===== src/rtl/i2c_pkg.sv =====
// Shared I2C bit-level command codes and the bit transmitter state type.
package i2c_pkg;

  localparam logic [2:0] CMD_IDLE  = 3'd0;
  localparam logic [2:0] CMD_START = 3'd1;
  localparam logic [2:0] CMD_1     = 3'd2;
  localparam logic [2:0] CMD_0     = 3'd3;
  localparam logic [2:0] CMD_STOP  = 3'd4;

  typedef enum logic {S_IDLE, S_RUN} state_e;

  function automatic logic [2:0] cmd_decode(input logic [2:0] cmd);
    return (cmd > CMD_STOP) ? CMD_IDLE : cmd;
  endfunction

  // Returns {scl_oe, sda_oe} for a tap; IDLE keeps whatever the lines were doing.
  function automatic logic [1:0] tap_lines(input logic [2:0] cmd, input logic [1:0] tap,
                                           input logic [1:0] prev);
    logic [1:0] lines;
    lines = prev;
    case (cmd)
      CMD_START: begin
        case (tap)
          2'd0:    lines = 2'b10;
          2'd1:    lines = 2'b00;
          2'd2:    lines = 2'b01;
          default: lines = 2'b11;
        endcase
      end
      CMD_1:    lines = (tap == 2'd1 || tap == 2'd2) ? 2'b00 : 2'b10;
      CMD_0:    lines = (tap == 2'd1 || tap == 2'd2) ? 2'b01 : 2'b11;
      CMD_STOP: begin
        case (tap)
          2'd0:    lines = 2'b11;
          2'd1:    lines = 2'b01;
          default: lines = 2'b00;
        endcase
      end
      default:  lines = prev;
    endcase
    return lines;
  endfunction

endpackage


===== src/rtl/i2c_in_sync.sv =====
// Two-flop synchronisers for the SCL/SDA pad inputs; reset to 1 so an idle bus is assumed.
module i2c_in_sync (
  input  logic clock,
  input  logic rst_n,
  input  logic scl_async,
  input  logic sda_async,
  output logic scl_sync,
  output logic sda_sync
);

  logic [1:0] scl_ff;
  logic [1:0] sda_ff;

  always_ff @(posedge clock or negedge rst_n) begin
    if (!rst_n) begin
      scl_ff <= 2'b11;
      sda_ff <= 2'b11;
    end else begin
      scl_ff <= {scl_ff[0], scl_async};
      sda_ff <= {sda_ff[0], sda_async};
    end
  end

  assign scl_sync = scl_ff[1];
  assign sda_sync = sda_ff[1];

endmodule


===== src/rtl/i2c_bit_tras.sv =====
// Bit-level I2C transmitter: each command runs as four CLK_DIV-long taps on open-drain enables.
// Define I2C_CLK_STRETCH_EN to let a slave stretch SCL during tap1.
module i2c_bit_tras
  import i2c_pkg::*;
#(
  parameter int unsigned CLK_DIV = 250
) (
  input  logic       clock,
  input  logic       rst_n,
  input  logic       tras_cmd_vld,
  input  logic [2:0] tras_cmd,
  output logic       tras_cmd_ready,
  output logic       rx_bit_vld,
  output logic       rx_bit,
  output logic       busy,
  output logic       scl_oe,
  output logic       sda_oe,
  input  logic       scl_i,
  input  logic       sda_i
);

  localparam int unsigned DivW = (CLK_DIV > 1) ? $clog2(CLK_DIV) : 1;
  localparam logic [DivW-1:0] DivLast = DivW'(CLK_DIV - 1);

  state_e          state;
  logic [2:0]      cmd_lat;
  logic [1:0]      tap_cnt;
  logic [DivW-1:0] div_cnt;
  logic            scl_s;
  logic            sda_s;
  logic            stretch_hold;
  logic            is_bit;

  i2c_in_sync u_in_sync (
    .clock     (clock),
    .rst_n     (rst_n),
    .scl_async (scl_i),
    .sda_async (sda_i),
    .scl_sync  (scl_s),
    .sda_sync  (sda_s)
  );

`ifdef I2C_CLK_STRETCH_EN
  assign stretch_hold = (tap_cnt == 2'd1) && (cmd_lat != CMD_IDLE) && !scl_s;
`else
  logic unused_scl;
  assign unused_scl   = scl_s;
  assign stretch_hold = 1'b0;
`endif

  assign is_bit = (cmd_lat == CMD_1) || (cmd_lat == CMD_0);

  always_ff @(posedge clock or negedge rst_n) begin
    if (!rst_n) begin
      state            <= S_IDLE;
      cmd_lat          <= CMD_IDLE;
      tap_cnt          <= 2'd0;
      div_cnt          <= '0;
      tras_cmd_ready   <= 1'b0;
      rx_bit_vld       <= 1'b0;
      rx_bit           <= 1'b0;
      busy             <= 1'b0;
      {scl_oe, sda_oe} <= 2'b00;
    end else begin
      rx_bit_vld <= 1'b0;
      unique case (state)
        S_IDLE: begin
          tras_cmd_ready <= 1'b1;
          if (tras_cmd_vld && tras_cmd_ready) begin
            state            <= S_RUN;
            tras_cmd_ready   <= 1'b0;
            cmd_lat          <= cmd_decode(tras_cmd);
            tap_cnt          <= 2'd0;
            div_cnt          <= '0;
            {scl_oe, sda_oe} <= tap_lines(cmd_decode(tras_cmd), 2'd0, {scl_oe, sda_oe});
          end
        end
        S_RUN: begin
          if (stretch_hold) begin
            div_cnt <= '0;
          end else if (div_cnt != DivLast) begin
            div_cnt <= div_cnt + DivW'(1);
          end else begin
            div_cnt <= '0;
            // Last cycle of tap2: SCL has been high for a full tap, data is stable.
            if (tap_cnt == 2'd2 && is_bit) rx_bit <= sda_s;
            if (tap_cnt == 2'd3) begin
              state          <= S_IDLE;
              tras_cmd_ready <= 1'b1;
              tap_cnt        <= 2'd0;
              rx_bit_vld     <= is_bit;
              if (cmd_lat == CMD_START) busy <= 1'b1;
              if (cmd_lat == CMD_STOP)  busy <= 1'b0;
            end else begin
              tap_cnt          <= tap_cnt + 2'd1;
              {scl_oe, sda_oe} <= tap_lines(cmd_lat, tap_cnt + 2'd1, {scl_oe, sda_oe});
            end
          end
        end
        default: state <= S_IDLE;
      endcase
    end
  end

endmodule

===== config.mk =====
export PLATFORM = sky130hd
export DESIGN_NAME = i2c_bit_tras
export DESIGN_NICKNAME = d
export VERILOG_FILES = /design/src/rtl/i2c_pkg.sv /design/src/rtl/i2c_in_sync.sv /design/src/rtl/i2c_bit_tras.sv
export SDC_FILE = /design/constraint.sdc
export NUM_CORES = 1
export LEC_CHECK = 0
export ABC_AREA = 1
export BUFFER_PORTS_ARGS = -buffer_cell sky130_fd_sc_hd__buf_2
export CORE_AREA = 2 2 51 53
export CTS_CLUSTER_SIZE = 10
export DETAILED_ROUTE_END_ITERATION = 16
export DIE_AREA = 0 0 53 55
export GPL_TIMING_DRIVEN = 0
export PLACE_DENSITY = 0.73
export SYNTH_ARGS = -nofsm -noshare
export SYNTH_HDL_FRONTEND = slang
export SYNTH_HIERARCHICAL = 1
export SYNTH_SLANG_ARGS = --single-unit

===== constraint.sdc =====
create_clock -name clock -period 2 [get_ports clock]
set_input_delay 0.4 -clock clock [delete_from_list [all_inputs] [get_ports clock]]
set_output_delay 0.4 -clock clock [all_outputs]
set_load 0.02 [all_outputs]

==> run metrics <==
Area Overhead vs Synth=11.23%; router iterations before antenna repair=4; skew final=0.002541 ns; IO Count=14; Hold Vio Cnt, Final=0; Min-Delay Path Class=input pin to async pin; FMAX=a little under 0.7 GHz; Routed WL per cell=around 12 um; aggregate global routing overflow=0; clock power share=34.2%; worst slew pin tran=between 0.4 and 0.5 ns; Die Ht=55 um; # Post-CTS Setup Buffers=0; port bufs=12; GRT Total Usage=between 10% and 20%; share of layout cells above drive strength 1=roughly 20%; CTS buffer count=3; Post-Syn Instances=roughly 150; Reg power frac=62.9%; worst rel slew slack=between 60% and 70%; CTS tree=yes; fin crit period=~1.4 ns; CP max stage delay=about 0.42 ns; Crit path buffers/inverters=2; Worst EP required=between 2 and 2.5 ns; post-detail-place hpwl=between 1.5 and 2 mm; slowest library cell on the worst path=dfrtp_1; net count after synthesis=roughly 160; GP Congestion=around 0.94; Hold-fix buffers, CTS=0; Critical Path Fanout Max=10; r2r setup slk=0.56 ns; chip width=53 um; number of cell rows=18; Internal Power=~570 uW; CP delay by family, top=simple AND/OR/NAND/NOR gates; clk root buf=clkbuf_4; starting DRC count in detailed routing=9; via count=around 990; crit end category=flip-flop; ant diodes=0; critical path class=flip-flop to flip-flop; Fin Setup TNS=0 ns; hold slack=0.04135 ns; die footprint=2915 sq um; Max Buffers Root-to-Sink=2; Leak=approximately 0.00067 uW; DRC=0; starting density of the core=between 50% and 60%; RSZ-0062 raised after global routing=no; Final Max Slew Viols=0; vias in the first global route=953; Setup Viol. Count Final=0; period utilization=between 70% and 80%; routed wire length=between 2 and 2.5 mm; post-synthesis instance area=1192 sq um; Tot Pwr=about 700 uW; CP Launch Type=flip-flop; status=completed; first-pass GRT wire length=between 3 and 4 mm; most common cell after layout, fill and taps aside=nand2_1; Nets=around 180; clk slew on worst S/H paths=0.12 ns; Clock Sink Count=22; Power Density=approximately 540 nW/um^2; Comb power frac=between 2 and 3%; core area=2365 sq um; initial antenna violation count=0; critical path arrival=between 1.5 and 2 ns; fin util=56.08%; largest net degree at the start of global routing=23; Yosys warnings=6; routed vias/inst=between 5 and 6; Routed Antenna Nets=0; Max-Cap Viols=0; most frequent cells in the layout=nand2_1, dfrtp_1, inv_1; worst vdd ir=roughly 0.00036 V; critical path cell sequence=inv_1, ha_1, nand2_1, nor2_2, nand2_2, nand2_2, buf_6, nand2_4, o21ai_1, nand2_1; Synth Area per Inst=8.167 sq um; switching portion of total power=20.81%; H-tree Lvls=1; post-CTS sizing=0; clock latency on the worst-skew pair=0.30 ns; Switching Power=148.6 uW
-- layer usage --
metal	up-vias	share of wire (%)	track usage, %
li1	503	-	-
met1	462	43	20.34
met2	21	53	33.13
met3	6	2.9	3.226
met4	0	1.8	9.829
met5	-	0	0
-- flip-flops by register name, summed over array words and instances, names as in the netlist --
| name | cells |
|---|---|
| div_cnt | 8 |
| cmd_lat | 3 |
| tap_cnt | 2 |
| u_in_sync/sda_ff | 2 |
| busy | 1 |
| rx_bit | 1 |
| rx_bit_vld | 1 |
| scl_oe | 1 |
| sda_oe | 1 |
| state | 1 |
| tras_cmd_ready | 1 |
-- layout make-up --
class / count / area, sq um
plain buffers: 1 / 11.26
clock buffers: 4 / 36.28
fillers: 229 / 1039
inverters: 17 / 63.81
multi-input cells: 106 / 564.3
flip-flops and latches: 22 / 553.0
well taps: 30 / 37.54
repair buffers: 12 / 60.06
-- power by group through the flow --
| stage | Sequential (uW) | Clock, uW | Combinational [uW] |
|---|---|---|---|
| 4_1_cts | 449 | 251 | 21.5 |
| 6_report | 449 | 244 | 21.0 |
| 2_1_floorplan | 457 | 0 | 4.72 |
| 3_3_place_gp | 457 | 0 | 20.6 |
| 3_5_place_dp | 457 | 0 | 21.5 |
| 5_1_grt | 449 | 269 | 24.8 |
-- stage by stage --
stage               setup WS [ns]  area, sq um  cells
finish                     0.5569         1326    192
global placement           0.6096         1290    188
global route               0.4320         1326    192
detailed placement         0.5739         1290    188
CTS                        0.5425         1326    192
floorplan                  0.7113         1192    146
-- path summary, 6_finish.rpt --
kind                                  endpoint  depth (start not counted)                 from
setup / recovery                        sda_oe                         10           div_cnt[1]
hold / removal                      div_cnt[3]                          1                rst_n
setup reg to reg                        sda_oe                         10           div_cnt[1]
hold reg to reg            u_in_sync/sda_ff[1]                          0  u_in_sync/sda_ff[0]
max in group asynchronous  u_in_sync/sda_ff[0]                          1                rst_n
min in group clock         u_in_sync/sda_ff[0]                          1                sda_i
Note: power is estimated with default switching activity, not from simulation.
